==> src/rtl/mem_pkg.sv <==
// Shared definitions for the byte-banked instruction memory: address limit,
// read-side clamp address, writer FSM states and big-endian lane extraction.
package mem_pkg;

  localparam int unsigned MEM_LIMIT     = 393216;
  localparam logic [18:0] RD_CLAMP_ADDR = 19'h5FFFC;

  typedef enum logic {
    IDLE = 1'b0,
    WR   = 1'b1
  } state_e;

  // Lane 0 is the most significant byte (stored at the lowest address).
  function automatic logic [7:0] byte_lane(input logic [31:0] word, input logic [1:0] idx);
    return word[31-8*idx -: 8];
  endfunction

endpackage

==> src/rtl/imem_word_writer.sv <==
// Serialises 32-bit word writes into four big-endian byte writes on a
// byte-wide RAM port, suppressing and flagging bytes beyond the memory limit.
module imem_word_writer #(
  parameter int          ADDR_W    = 19,
  parameter int unsigned MEM_LIMIT = mem_pkg::MEM_LIMIT
) (
  input  logic              clk,
  input  logic              rst,
  input  logic              req_valid,
  output logic              req_ready,
  input  logic [31:0]       req_addr,
  input  logic [31:0]       req_data,
  input  logic [3:0]        req_be,
  output logic              mem_we,
  output logic [ADDR_W-1:0] mem_addr,
  output logic [7:0]        mem_wdata,
  output logic              busy,
  output logic              done,
  output logic              err_oob
);
  import mem_pkg::*;

  state_e              state_q, state_d;
  logic [1:0]          idx_q, idx_d;
  logic [31:0]         addr_q, addr_d;
  logic [31:0]         data_q, data_d;
  logic [3:0]          be_q, be_d;
  logic                oob_q, oob_d;
  logic                ready_q, ready_d;
  logic                busy_q, busy_d;
  logic                done_q, done_d;
  logic                err_q, err_d;
  logic                we_q, we_d;
  logic [ADDR_W-1:0]   maddr_q, maddr_d;
  logic [7:0]          wdata_q, wdata_d;

  logic [1:0]          sel_idx;
  logic [31:0]         sel_addr;
  logic [31:0]         sel_data;
  logic [3:0]          sel_be;
  logic [32:0]         sum;
  logic                in_range;
  logic                lane_en;

  // Byte about to be presented: lane 0 of the incoming request when idle,
  // otherwise the next lane of the latched word. The sum is 33 bits so an
  // address near 2^32 cannot wrap back into range.
  always_comb begin
    sel_idx  = 2'd0;
    sel_addr = req_addr;
    sel_data = req_data;
    sel_be   = req_be;
    if (state_q == WR) begin
      sel_idx  = 2'(idx_q + 2'd1);
      sel_addr = addr_q;
      sel_data = data_q;
      sel_be   = be_q;
    end
    sum      = {1'b0, sel_addr} + {31'd0, sel_idx};
    in_range = sum < 33'(MEM_LIMIT);
    lane_en  = sel_be[~sel_idx];
  end

  always_comb begin
    state_d = state_q;
    idx_d   = idx_q;
    addr_d  = addr_q;
    data_d  = data_q;
    be_d    = be_q;
    oob_d   = oob_q;
    ready_d = ready_q;
    busy_d  = busy_q;
    done_d  = 1'b0;
    err_d   = 1'b0;
    we_d    = 1'b0;
    maddr_d = maddr_q;
    wdata_d = wdata_q;
    case (state_q)
      IDLE: begin
        ready_d = 1'b1;
        if (req_valid && ready_q) begin
          state_d = WR;
          idx_d   = 2'd0;
          addr_d  = req_addr;
          data_d  = req_data;
          be_d    = req_be;
          ready_d = 1'b0;
          busy_d  = 1'b1;
          we_d    = lane_en && in_range;
          maddr_d = sum[ADDR_W-1:0];
          wdata_d = byte_lane(sel_data, sel_idx);
          oob_d   = lane_en && !in_range;
        end
      end
      WR: begin
        if (idx_q == 2'd3) begin
          state_d = IDLE;
          ready_d = 1'b1;
          busy_d  = 1'b0;
          done_d  = 1'b1;
          err_d   = oob_q;
        end else begin
          idx_d   = sel_idx;
          we_d    = lane_en && in_range;
          maddr_d = sum[ADDR_W-1:0];
          wdata_d = byte_lane(sel_data, sel_idx);
          oob_d   = oob_q | (lane_en && !in_range);
        end
      end
      default: state_d = IDLE;
    endcase
  end

  always_ff @(posedge clk) begin
    if (rst) begin
      state_q <= IDLE;
      idx_q   <= 2'd0;
      oob_q   <= 1'b0;
      ready_q <= 1'b0;
      busy_q  <= 1'b0;
      done_q  <= 1'b0;
      err_q   <= 1'b0;
      we_q    <= 1'b0;
      maddr_q <= '0;
      wdata_q <= 8'd0;
    end else begin
      state_q <= state_d;
      idx_q   <= idx_d;
      oob_q   <= oob_d;
      ready_q <= ready_d;
      busy_q  <= busy_d;
      done_q  <= done_d;
      err_q   <= err_d;
      we_q    <= we_d;
      maddr_q <= maddr_d;
      wdata_q <= wdata_d;
    end
  end

  // Latched request fields carry no control meaning and need no reset.
  always_ff @(posedge clk) begin
    addr_q <= addr_d;
    data_q <= data_d;
    be_q   <= be_d;
  end

  assign req_ready = ready_q;
  assign busy      = busy_q;
  assign done      = done_q;
  assign err_oob   = err_q;
  assign mem_we    = we_q;
  assign mem_addr  = maddr_q;
  assign mem_wdata = wdata_q;

endmodule

==> config.mk <==
export PLATFORM = sky130hd
export DESIGN_NAME = imem_word_writer
export DESIGN_NICKNAME = d
export VERILOG_FILES = /design/src/rtl/mem_pkg.sv /design/src/rtl/imem_word_writer.sv
export SDC_FILE = /design/constraint.sdc
export NUM_CORES = 1
export LEC_CHECK = 0
export CORE_MARGIN = 2
export CORE_UTILIZATION = 52
export CTS_BUF_LIST = sky130_fd_sc_hd__clkbuf_2 sky130_fd_sc_hd__clkbuf_4 sky130_fd_sc_hd__clkbuf_8
export DETAILED_ROUTE_END_ITERATION = 16
export GPL_TIMING_DRIVEN = 0
export PLACE_DENSITY = 0.81
export SETUP_SLACK_MARGIN = 0.1
export SLEW_MARGIN = 20
export SYNTH_ARGS = -nofsm -noshare
export SYNTH_HDL_FRONTEND = slang
export SYNTH_SLANG_ARGS = --single-unit
export TNS_END_PERCENT = 100
==> constraint.sdc <==
create_clock -name clk -period 4.5 [get_ports clk]
set_input_delay 0.9 -clock clk [delete_from_list [all_inputs] [get_ports clk]]
set_output_delay 0.9 -clock clk [all_outputs]
set_load 0.05 [all_outputs]
# Yosys cells after proc, flatten, opt, wreduce, memory -nomap -nowiden
# Cells that the tools add are included.
# totals
out_inout_bits,32
ff_bits,104
# op_classes
reduce_logical,9
magnitude_cmp,2
mux,31
n_shift,1
add_sub_neg,3
n_bitwise,4
n_eq_ne,4
# op_table
cell,n
2-to-1 mux 32 bit,2
variable part select 39 x 33 -> 8 bit,1
2-to-1 mux 19 bit,2
one-hot mux 19 bit (2 select lines),1
adder 32 x 2 -> 33 bit,1
less-than comparator 33 x 19 -> 1 bit (second input constant),1
2-to-1 mux 8 bit,2
one-hot mux 8 bit (2 select lines),1
2-to-1 mux 1 bit,12
one-hot mux 1 bit (2 select lines),5
2-to-1 mux 2 bit,3
AND reduction 2 bit,3
subtractor 5 x 5 -> 6 bit (first input constant),1
2-to-1 mux 4 bit,1
!= test 2 bit (second input constant),2
one-hot mux 2 bit (2 select lines),1
logical AND 1 bit,3
less-than comparator 2 x 3 -> 1 bit (second input constant),1
OR reduction 3 bit,1
adder 2 x 1 -> 2 bit (second input constant),1
binary-select mux 1 bit (select 2 bit),1
== test 2 bit (second input constant),1
!= test 2 x 1 -> 1 bit (second input constant),1
NOT 1 bit,2
other kinds (4),4

# Logic depth before layout (Yosys ltp)
# Gate-level depths: netlist of run 1.
# logic_depth
word_depth,9
ltp_mapped,17
depth_no_buf,11

# Worst setup path after synthesis of run 1
# Ideal clock, no wire load.
# synth_path
path_type,input to register
from,in req_valid
to,reg maddr_q[1] (netlist: mem_addr[1])
required_time_ps,4414
slack_ps,394
stages,7
t_arrival_ps,4020
setup_time_ps,86
path_cell_list,and3b_1 -> clkbuf_1 -> nand2b_1 -> clkbuf_1 -> clkbuf_1 -> nor2_1 -> a211oi_1
# synth_via
elab_chain_len,3
# synth_rtl
element,line,text
"start, declared",imem_word_writer.sv:9,"input logic req_valid,"
logical AND 1 bit,imem_word_writer.sv:81,if (req_valid && ready_q) begin
!= test 2 bit (no line),n/a,
AND reduction 2 bit (no line),n/a,
"end signal, assigned",imem_word_writer.sv:135,maddr_q <= maddr_d;
"end, declared",imem_word_writer.sv:34,"logic [ADDR_W-1:0] maddr_q, maddr_d;"
# Every way passes these cells.
# A chain may end at the register's enable or synchronous reset.

# Worst setup path after layout of run 1
# layout_path
from,reg state_q
to,reg oob_q
# layout_via
elab_chain_len,8
word_cells_on_any_way,18
classes_between,1 x add/sub; 1 x order compare; 2 x eq/ne; 8 x mux; 3 x bitwise; 3 x reduce/logical
# layout_rtl
element,line,text
"start, declared",imem_word_writer.sv:23,"state_e state_q, state_d;"
"start signal, assigned",imem_word_writer.sv:127,state_q <= state_d;
2-to-1 mux 32 bit or 2-to-1 mux 2 bit (tied branches),imem_word_writer.sv:53,if (state_q == WR) begin
adder 32 x 2 -> 33 bit or NOT 2 bit (tied branches),"imem_word_writer.sv:59, imem_word_writer.sv:61",
less-than comparator 33 x 19 -> 1 bit or binary-select mux 1 bit (select 2 bit) (tied branches),"imem_word_writer.sv:60, imem_word_writer.sv:61",
zero test 1 bit or 2-to-1 mux 1 bit (tied branches),"imem_word_writer.sv:92, imem_word_writer.sv:107, imem_word_writer.sv:61",
logical AND 1 bit,"imem_word_writer.sv:92, imem_word_writer.sv:107",
bitwise OR 1 bit,imem_word_writer.sv:107,oob_d = oob_q | (lane_en && !in_range);
2-to-1 mux 1 bit,imem_word_writer.sv:96,if (idx_q == 2'd3) begin
one-hot mux 1 bit (2 select lines),imem_word_writer.sv:78,case (state_q)
"end signal, assigned",imem_word_writer.sv:129,oob_q <= oob_d;
"end, declared",imem_word_writer.sv:28,"logic oob_q, oob_d;"
# Parallel ways exist; a longest one is shown, timed or not. The select of a mux whose other input is x is not followed.

==> qor.yml, run 1 <==
yosys:
  synth-main-ff-cell: "edfxtp_1"
  ys_top_cells_by_count: "edfxtp_1 (68), nand2_1 (43), dfxtp_1 (36)"
  yosysWarnings: 0
  postSynthCellCount: 417
  ys_async_sr_fraction_pct: 0
  netlist_area_um2: 4990
  ys_seq_elements: 104
  synth_top_area_share_pct: 40.9
  synth_edf_count: 68
  synth_most_common_cell: "edfxtp_1"
  netlist.top_cell.by_area: "edfxtp_1"
  ys_types: 58
  seq_area_frac_synth_pct: 55.4
  synth.avg_cell_area_um2: 12.0
  syn_nets: 492
  ys_top_cells_by_area: "edfxtp_1 (41%), dfxtp_1 (14%), mux2i_1 (6.6%)"
die:
  start_util_pct: 53.7
  die_y_um: 102
  num_rows: 35
  die_area_um2: 10400
  core-area_um2: 9280
  num_io_pins: 103
  die_w_um: 102
sta:
  fmax_mhz: 238
  clock_skew_ns: 0.0139
  drv_slew: 0
  rsz0062_at_grt: "no"
  post-route-period-util_pct: 93.2
  hold_viol: 0
  setup_slack_ns: 0.304
  period_minus_slack_ns: 4.20
  slew_headroom_pct: 46.6
  hold_ws_ns: 0.460
  setup_viol: 0
  worst_pin_slew_ns: 0.801
setup_path:
  worst_path_most_repeated_cell: "buf_4"
  worst_path_max_delay_cell: "fa_1"
  worst-path-buf-inv: 6
  crit_path_start_kind: "flip-flop"
  slowest_delay_ns: 0.47
  required_ns: 4.77
  path_delay_family: "compound AO/OA/AOI/OAI gates"
  crit_type: "reg2reg"
  worstPathArrival_ns: 4.46
  path_cells: "buf_6 -> buf_8 -> buf_4 -> buf_4 -> buf_4 -> nor2b_1 -> ha_1 -> inv_1 -> fa_1 -> a221oi_4 -> nand4_2 -> a221o_1 -> a211oi_2 -> o2111ai_1 -> o41a_1"
  endpoint_kind: "flip-flop"
  cp_max_fo: 28
clocking:
  cts.path.max_buffers: 2
  cts_inserted_buffers: 9
  clock-sinks: 104
  cts_root_buf: "clkbuf_8"
  cts_max_level: 3
  path_clk_slew_ns: 0.11
  worstSkewPairLatency_ns: 0.38
  cts_hold_buf: 0
  cts_tree: "built"
pwr:
  power_mw: 2.19
  p_leak_nw: 2.14
  power_density_nw_per_um2: 343
  peakVddDrop_uv: 181
finish:
  multi_input_area_um2: 2080
  seq_area_um2: 2760
  antennaDiodeCount: 0
  final_util_pct: 68.8
  nFillCells: 729
  final_nets: 604
  area_growth_pct: 28.0
  fin_area_um2: 6390
  drive_gt1_share_pct: 9.74
worst_hold_path:
  hp-class: "reg2reg"
global_routing:
  grt_pass1_vias: 3847
  grt_max_degree: 47
  grt_overflow: 0
  antenna_found_initial: 0
  grt_pass1_wl_um: 19200
  gr-usage-all-layers_pct: 24.1
job:
  drv_cap: 0
placement:
  place_area_um2: 6180
  io_buffers: 101
  gp_congestion: 0.910
  pre_cts_slack_ns: -0.348
  dp_hpwl_um: 8860
route:
  drtIter0Drc: 162
  drc: 0
  vias: 3836
  routedWlPerCell_um: 18.2
  via_per_inst: 5.79
  antenna_left: 0
  drt-total-wl_um: 12000
  first_pass_iters: 5
outcome:
  status: "completed"
layout by cell type (no fill, tap or decap), types with 3 or more instances in the layout:
cell type        count
a22oi_1              3
xnor2_1              9
ha_1                 3
nor2b_1              3
nand3_1             14
nand3b_1            10
edfxtp_1            68
nand4_1             11
clkdlybuf4s50_1    101
nand2_1             43
a211oi_2             3
clkbuf_1            11
nand2b_1             6
inv_8                4
mux2i_1             33
nor3b_1              4
nor3_1               5
o21ai_0              5
and3_1               4
mux2_2               6
clkbuf_8             9
mux4_2               9
buf_4                5
inv_1                6
nor2_1              27
xor2_1              10
nand4b_1             5
a211oi_1            10
a21oi_1             28
dfxtp_1             36
cells by family after synthesis:
group / Yosys count / synth area share (%)
muxes: 48 / 12.0
adders and majority gates: 4 / 1.15
DFF: 104 / 55.4
xor gates and xnor gates: 19 / 3.34
and+or+nand+nor: 144 / 15.2
buffers and inverters: 28 / 2.93
AOI/OAI and AO/OA: 70 / 9.91
layer usage:
metal	vias up	part of all wire (%)	track usage, %
met2	136	49	40.6
met5	-	0	0
li1	1793	-	-
met3	19	6.0	5.54
met1	1888	44	31.3
met4	0	1.2	7.38
metrics by stage:
stage / setup TNS (ns) / cells
floorplan: 0 / 417
global placement: -45.30 / 647
detailed placement: -0.490 / 648
CTS: 0 / 664
global route: 0 / 663
finish: 0 / 663
layout make-up:
class	count	area share, %
sequential	104	43.3
multi-input combinational	285	32.6
timing repair buffer	103	16.3
tap	129	2.53
clock buffer	9	1.94
buffer	20	1.88
clock inverter	7	1.23
inverter	6	0.353
worst paths after layout:
path	from	end	slack (ns)	cells past startpoint
min reg2reg	mem_addr[5]	mem_addr[5]	0.46	2
min	mem_addr[5]	mem_addr[5]	0.46	2
max	state_q	oob_q	0.30	15
max reg2reg	state_q	oob_q	0.30	15
worst min-delay path, delay by kind of cell, from the launching register on:
kind / cells / cell delay [ns]
compound gates: 1 / 0.05
flops: 1 / 0.33
simple gates: 1 / 0.05
timing repair:
action | in CTS | in global routing
endpoints found under the setup margin | 2 | 1
hold endpoints to repair | 0 | 0
gates resized for setup | 2 | 0
buffers inserted | 1 | 0
pin swaps | 0 | 0
power by group:
group	switching [mW]	internal (mW)
Clock	0.376	0.224
Combinational	0.275	0.199
Sequential	0.0343	1.08
Total	0.685	1.51
flip-flops by register name, summed over array words and instances (netlist names):
register   flops
mem_addr      19
data_q        32
idx_q          2
oob_q          1
busy           1
be_q           4
done           1
err_oob        1
req_ready      1
mem_we         1
addr_q        32
mem_wdata      8
state_q        1
(Power assumes the default switching activity.)
==> inputs of run 2 (changes only) <==
--- a/config.mk
+++ b/config.mk
@@ -11,7 +11,7 @@
 export DETAILED_ROUTE_END_ITERATION = 16
 export GPL_TIMING_DRIVEN = 0
 export PLACE_DENSITY = 0.81
-export SETUP_SLACK_MARGIN = 0.1
+export SETUP_SLACK_MARGIN = 0.05
 export SLEW_MARGIN = 20
 export SYNTH_ARGS = -nofsm -noshare
 export SYNTH_HDL_FRONTEND = slang
==> results of run 2 <==
Final layout, timing and power as in run 1 (identical DEF).
